## src/rtl/morse_pkg.sv

```systemverilog
// Shared definitions for the Morse decoder: symbol encodings, pattern width
// and the ASCII space code pushed for word breaks.
package morse_pkg;

    localparam int PAT_W = 6;

    typedef logic [2:0]       sym_t;
    typedef logic [PAT_W-1:0] pat_t;

    localparam sym_t SYM_WAIT  = 3'd0;
    localparam sym_t SYM_DIT   = 3'd1;
    localparam sym_t SYM_DAH   = 3'd2;
    localparam sym_t SYM_GAP   = 3'd3;
    localparam sym_t SYM_SPACE = 3'd4;

    localparam logic [7:0] ASCII_SPACE = 8'h20;

endpackage

```

## src/rtl/morse_lut.sv

```systemverilog
// Combinational Morse lookup: (len, pat) -> {valid, ascii}. The pattern holds
// the most recent symbol in bit 0, dit=0 and dah=1.
module morse_lut
    import morse_pkg::*;
#(
    parameter int MAX_LEN = 6
) (
    input  logic [2:0] len,
    input  pat_t       pat,
    output logic       valid,
    output logic [7:0] ascii
);

    always_comb begin
        // NOTE: defaults first so every path assigns both outputs and no latch is inferred.
        valid = 1'b0;
        ascii = 8'h00;
        case (len)
            3'd1: begin
                valid = 1'b1;
                ascii = pat[0] ? "T" : "E";
            end
            3'd2: begin
                valid = 1'b1;
                case (pat[1:0])
                    2'b00:   ascii = "I";
                    2'b01:   ascii = "A";
                    2'b10:   ascii = "N";
                    default: ascii = "M";
                endcase
            end
            3'd3: begin
                valid = 1'b1;
                case (pat[2:0])
                    3'b000:  ascii = "S";
                    3'b001:  ascii = "U";
                    3'b010:  ascii = "R";
                    3'b011:  ascii = "W";
                    3'b100:  ascii = "D";
                    3'b101:  ascii = "K";
                    3'b110:  ascii = "G";
                    default: ascii = "O";
                endcase
            end
            3'd4: begin
                valid = 1'b1;
                case (pat[3:0])
                    4'b0000: ascii = "H";
                    4'b0001: ascii = "V";
                    4'b0010: ascii = "F";
                    4'b0100: ascii = "L";
                    4'b0110: ascii = "P";
                    4'b0111: ascii = "J";
                    4'b1000: ascii = "B";
                    4'b1001: ascii = "X";
                    4'b1010: ascii = "C";
                    4'b1011: ascii = "Y";
                    4'b1100: ascii = "Z";
                    4'b1101: ascii = "Q";
                    default: valid = 1'b0;  // ..--  .-.-  ---.  ----
                endcase
            end
            3'd5: begin
                valid = 1'b1;
                case (pat[4:0])
                    5'b11111: ascii = "0";
                    5'b01111: ascii = "1";
                    5'b00111: ascii = "2";
                    5'b00011: ascii = "3";
                    5'b00001: ascii = "4";
                    5'b00000: ascii = "5";
                    5'b10000: ascii = "6";
                    5'b11000: ascii = "7";
                    5'b11100: ascii = "8";
                    5'b11110: ascii = "9";
                    default:  valid = 1'b0;
                endcase
            end
            3'd6: begin
                if (MAX_LEN >= 6) begin
                    valid = 1'b1;
                    case (pat[5:0])
                        6'b010101: ascii = ".";
                        6'b110011: ascii = ",";
                        6'b001100: ascii = "?";
                        default:   valid = 1'b0;
                    endcase
                end
            end
            default: begin
                valid = 1'b0;
                ascii = 8'h00;
            end
        endcase
    end

endmodule

```

## src/rtl/morse_char_decoder.sv

```systemverilog
// Morse symbol accumulator and character decoder with an output FIFO behind a
// valid/ready handshake; overlong/invalid codes and FIFO overflow are flagged.
module morse_char_decoder
    import morse_pkg::*;
#(
    parameter int MAX_LEN    = 6,
    parameter int FIFO_DEPTH = 4
) (
    input  logic       clk,
    input  logic       rst_n,
    input  logic [2:0] sym_in,
    output logic [7:0] out_data,
    output logic       out_valid,
    input  logic       out_ready,
    output logic       err_code,
    output logic       err_drop,
    output logic       idle
);

    localparam int                PTR_W      = $clog2(FIFO_DEPTH);
    localparam logic [2:0]        LEN_MAX    = 3'(MAX_LEN);
    localparam logic [PTR_W-1:0]  PTR_ONE    = 1;
    localparam logic [PTR_W:0]    COUNT_ONE  = 1;
    localparam logic [PTR_W:0]    COUNT_FULL = (PTR_W+1)'(FIFO_DEPTH);

    logic [2:0]         len;
    logic [MAX_LEN-1:0] pat;
    logic               ovf;
    logic               space_pend;

    logic [7:0]         mem [FIFO_DEPTH];
    logic [PTR_W-1:0]   wr_ptr;
    logic [PTR_W-1:0]   rd_ptr;
    logic [PTR_W:0]     count;

    logic       is_dit, is_dah, is_gap, is_space, is_mark;
    logic       commit, code_ok, push_req, do_push, do_pop, full;
    logic [7:0] push_data;
    logic       lut_valid;
    logic [7:0] lut_ascii;
    pat_t       lut_pat;

    assign lut_pat = pat_t'(pat);

    morse_lut #(
        .MAX_LEN(MAX_LEN)
    ) u_lut (
        .len  (len),
        .pat  (lut_pat),
        .valid(lut_valid),
        .ascii(lut_ascii)
    );

    // Codes 5..7 match none of the compares and therefore behave as WAIT.
    assign is_dit   = (sym_in == SYM_DIT);
    assign is_dah   = (sym_in == SYM_DAH);
    assign is_gap   = (sym_in == SYM_GAP);
    assign is_space = (sym_in == SYM_SPACE);
    assign is_mark  = is_dit | is_dah;

    assign commit   = (is_gap | is_space) && (len != 3'd0);
    assign code_ok  = lut_valid && !ovf;
    assign full     = (count == COUNT_FULL);
    assign do_pop   = out_valid && out_ready;

    // At most one push source is live per cycle: a deferred space always sees len==0.
    always_comb begin
        push_req  = 1'b0;
        push_data = ASCII_SPACE;
        if (commit) begin
            push_req  = code_ok;
            push_data = lut_ascii;
        end else if (space_pend || (is_space && len == 3'd0)) begin
            push_req  = 1'b1;
            push_data = ASCII_SPACE;
        end
    end

    assign do_push = push_req && !full;

    always_ff @(posedge clk or negedge rst_n) begin
        if (!rst_n) begin
            len        <= 3'd0;
            pat        <= '0;
            ovf        <= 1'b0;
            space_pend <= 1'b0;
            err_code   <= 1'b0;
        end else begin
            // NOTE: non-blocking assignments so every register sees pre-edge values.
            err_code   <= commit && !code_ok;
            space_pend <= commit && is_space;
            if (is_mark) begin
                if (len < LEN_MAX) begin
                    pat <= {pat[MAX_LEN-2:0], is_dah};
                    len <= len + 3'd1;
                end else begin
                    ovf <= 1'b1;
                end
            end else if (commit) begin
                len <= 3'd0;
                pat <= '0;
                ovf <= 1'b0;
            end
        end
    end

    always_ff @(posedge clk or negedge rst_n) begin
        if (!rst_n) begin
            // NOTE: the storage is reset too, so out_data reads 0x00 during reset.
            for (int i = 0; i < FIFO_DEPTH; i++) begin
                mem[i] <= 8'h00;
            end
            wr_ptr   <= '0;
            rd_ptr   <= '0;
            count    <= '0;
            err_drop <= 1'b0;
        end else begin
            // Full is judged on the pre-pop count, so a simultaneous pop does not rescue a push.
            err_drop <= push_req && full;
            if (do_push) begin
                mem[wr_ptr] <= push_data;
                wr_ptr      <= wr_ptr + PTR_ONE;
            end
            if (do_pop) begin
                rd_ptr <= rd_ptr + PTR_ONE;
            end
            case ({do_push, do_pop})
                2'b10:   count <= count + COUNT_ONE;
                2'b01:   count <= count - COUNT_ONE;
                default: count <= count;
            endcase
        end
    end

    assign out_data  = mem[rd_ptr];
    assign out_valid = (count != '0);
    assign idle      = (len == 3'd0) && !space_pend;

endmodule

```

## config.mk

```make
export PLATFORM = sky130hd
export DESIGN_NAME = morse_char_decoder
export DESIGN_NICKNAME = d
export VERILOG_FILES = /design/src/rtl/morse_pkg.sv /design/src/rtl/morse_lut.sv /design/src/rtl/morse_char_decoder.sv
export SDC_FILE = /design/constraint.sdc
export NUM_CORES = 1
export LEC_CHECK = 0
export BUFFER_PORTS_ARGS = -buffer_cell sky130_fd_sc_hd__buf_2
export CAP_MARGIN = 25
export CORE_MARGIN = 2
export CORE_UTILIZATION = 40
export DETAILED_ROUTE_END_ITERATION = 16
export PLACE_DENSITY = 0.55
export SLEW_MARGIN = 10
export SYNTH_ARGS = -nofsm -noshare
export SYNTH_HDL_FRONTEND = slang
export SYNTH_HIERARCHICAL = 1
export SYNTH_SLANG_ARGS = --single-unit
```

## constraint.sdc

```tcl
create_clock -name clk -period 5 [get_ports clk]
set_input_delay 0.5 -clock clk [delete_from_list [all_inputs] [get_ports clk]]
set_output_delay 0.5 -clock clk [all_outputs]
set_load 0.05 [all_outputs]
```

==> results.sh <==
export IMPL_crit_arrival_ns=3.99
export IMPL_maxCapViolCount=0
export IMPL_outcome="complete, no violations"
export IMPL_core_area_mm2=0.00769
export IMPL_worstSetupPathType="reg -> reg"
export IMPL_finalCritPeriodShare_pct=75.1
export IMPL_synth_cell_type_count=55
export IMPL_synth_edf_count=0
export IMPL_postCtsSetupRepairBufs=0
export IMPL_cellPowerDensity_mw_per_mm2=526
export IMPL_rsz0062_at_grt="no"
export IMPL_final_hold_violation_count=0
export IMPL_crit_path_end_kind="flip-flop"
export IMPL_synth_xor_area_share_pct=2.50
export IMPL_seqPwrFrac_pct=41.5
export IMPL_cts_sinks=52
export IMPL_swShare_pct=43.4
export IMPL_synthAdderAreaFrac_pct=4.21
export IMPL_combPwrFrac_pct=44.0
export IMPL_diodes=0
export IMPL_ant_nets=0
export IMPL_hold_path_class="in -> async"
export IMPL_synth_seq_cells=52
export IMPL_pin_count=18
export IMPL_synth_compound_area_share_pct=13.1
export IMPL_ys_seq_area_share_pct=41.3
export IMPL_routedWlPerCell_um=16.4
export IMPL_synth_top_family_by_area="multiplexers"
export IMPL_clock_latency_ns=0.31
export IMPL_dr_pass1_iters=4
export IMPL_intPower_mw=1.00
export IMPL_htree_levels=2
export IMPL_die_area_mm2=0.00860
export IMPL_antenna_found_initial=0
export IMPL_yosysMostFrequentCell="dfrtp_1"
export IMPL_relSlewSlack_pct=41.0
export IMPL_placed_area_mm2=0.00327
export IMPL_p_sw_mw=0.770
export IMPL_gp_congestion=0.794
export IMPL_cts_root_buf="clkbuf_8"
export IMPL_cellLeakagePower_nw=1.53
export IMPL_io_buffers=17
export IMPL_fmax_ghz=0.266
export IMPL_crit_slowest_cell="dfrtp_1"
export IMPL_drive_above_1_share_pct=26.5
export IMPL_path_cells="and2b_1, a21oi_1, o2111ai_1, o2111ai_1, a221oi_4, a311oi_2, inv_1, ha_1, inv_1, fa_1, xor2_1, nor2_1, xor2_1"
export IMPL_grt_use_total_pct=16.3
export IMPL_synth_area_top_cells="dfrtp_1 41%, mux2_2 11%, mux4_2 5.7%"
export IMPL_synth_largest_area_cell="dfrtp_1"
export IMPL_muxShareOfSynthArea_pct=18.2
export IMPL_wl_um=6450
export IMPL_async_flop_share_pct=100
export IMPL_vdd_drop_max_v=0.000237
export IMPL_min_period_ns=3.75
export IMPL_syn_to_final_growth_pct=7.07
export IMPL_grt_max_degree=53
export IMPL_cts_buffers=5
export IMPL_setup_viol=0
export IMPL_share_clk_of_total_power_pct=14.5
export IMPL_syn_avg_cell_area_um2=11.2
export IMPL_num_nets_final=306
export IMPL_fp_row_count=32
export IMPL_dieHeight_um=92.7
export IMPL_grt_pass1_vias=2140
export IMPL_design_area_mm2=0.00337
export IMPL_syn_inst=281
export IMPL_fin_util_pct=43.8
export IMPL_netlist_top_cells_count="52 x dfrtp_1, 32 x mux2_2, 17 x o21ai_0"
export IMPL_fin_setup_tns_ns=0
export IMPL_cts_buffer_depth=2
export IMPL_ctsResizeCount=0
export IMPL_grt_pass1_wl_um=11000
export IMPL_drv_slew=0
export IMPL_synth_area_mm2=0.00315
export IMPL_viasPerCell=5.43
export IMPL_cts_hold_buffers=0
export IMPL_cts_tree="built"
export IMPL_setup_worst_path_start_class="flip-flop"
export IMPL_crit_fanout=25
export IMPL_drt_iter0_drc=194
export IMPL_skew_ns=0.00772
export IMPL_synth_top_area_share_pct=41.3
export IMPL_die_x_um=92.7
export IMPL_drc=0
export IMPL_initial_core_util_pct=41.0
export IMPL_worstMarginPinSlew_ns=0.885
export IMPL_max_stage_delay_ns=0.85
export IMPL_grt_ovfl_total=0
export IMPL_synth_warning_count=6
export IMPL_synth_nets=297
export IMPL_synth_top_flop_cell="dfrtp_1"
export IMPL_hpwlAfterDp_um=4160
export IMPL_vias=2135
export IMPL_path_clk_slew_ns=0.10
export IMPL_yosys_area_share_simple_pct=15.6
export IMPL_cp_required_ns=5.23
-- registers in the layout, summed over array words and instances, names as in the netlist --
name	count
err_code	1
wr_ptr	2
mem	32
ovf	1
len	3
count	3
space_pend	1
rd_ptr	2
lut_pat	6
err_drop	1
-- critical path, delay by kind of cell (launching register included) --
family	cells	cell delay, ns
AO/OA/AOI/OAI	5	1.39
XOR/XNOR	2	0.30
adder cells (fa/ha/maj)	2	0.55
buffers and inverters	2	0.15
flip-flops	1	0.85
AND/OR/NAND/NOR	2	0.43
-- power groups by stage --
stage | sequential (mW) | combinational, mW | clock, mW
2_1_floorplan | 0.644 | 0.721 | 0
3_3_place_gp | 0.745 | 0.780 | 0
3_5_place_dp | 0.748 | 0.785 | 0
4_1_cts | 0.738 | 0.788 | 0.275
5_1_grt | 0.766 | 0.857 | 0.291
6_report | 0.737 | 0.780 | 0.258
-- metrics by stage --
| stage | power, mW | setup WS (ns) | cells | hold WS [ns] |
|---|---|---|---|---|
| finish | 1.77 | 1.25 | 393 | 0.293 |
| global route | 1.91 | 0.884 | 393 | 0.340 |
| CTS | 1.80 | 1.23 | 392 | 0.331 |
| detailed placement | 1.53 | 1.28 | 384 | 0.475 |
| global placement | 1.53 | 1.37 | 384 | 0.475 |
| floorplan | 1.36 | 1.81 | 281 | 0.204 |
-- metal layers --
layer  vias up  share of wire, %  track usage [%]
li1       1033                 -                -
met1      1059                49             23.7
met2        39                47             25.3
met3         4               3.4             3.34
met4         0              0.59             3.43
met5         -                 0                0
-- path summary, 6_finish.rpt --
check                      cells past startpoint         end  slack (ns)        from
setup reg to reg                              13    count[2]        1.25  lut_pat[2]
hold reg to reg                                1      mem[0]        0.50      mem[0]
min in group clk                               1      mem[0]        0.50      mem[0]
hold / removal                                 2  lut_pat[3]        0.29       rst_n
max in group asynchronous                      2   rd_ptr[1]        4.22       rst_n
setup / recovery                              13    count[2]        1.25  lut_pat[2]
-- placed cells by master (no fill, tap or decap), types with 3 or more instances in the layout --
cell type	synthesis	layout
nor2_1	11	11
clkbuf_8	0	5
nor3_4	4	4
xnor2_1	5	5
mux2_2	32	32
o2111ai_1	3	3
a22o_1	7	7
a21o_1	3	3
nand2_1	11	11
a211o_1	3	3
o21ai_0	17	17
nor3_1	3	3
nand4_1	4	4
and2_1	9	9
a21oi_1	14	14
and3_1	3	3
nor2b_1	8	8
dfrtp_1	52	52
xor2_1	4	4
mux4_2	8	8
buf_2	7	18
nor3b_1	4	4
inv_1	14	14
nand2b_1	3	3
ha_1	9	9
-- kinds of logic after synthesis --
logic type      after synthesis
simple gates                 76
compound gates               58
flops                        52
mux                          43
buf+inv                      32
fa+ha+maj                    10
xor+xnor                      9
other cells                   1
-- layout make-up --
| class | count | area (µm²) |
|---|---|---|
| clock buffer | 5 | 68.8 |
| clock inverter | 3 | 27.5 |
| fill | 755 | 4320 |
| inverter | 15 | 56.3 |
| multi-input combinational | 197 | 1690 |
| sequential | 52 | 1300 |
| tap | 102 | 128 |
| timing repair buffer | 19 | 97.6 |
Note: power is estimated with default switching activity, not from simulation.
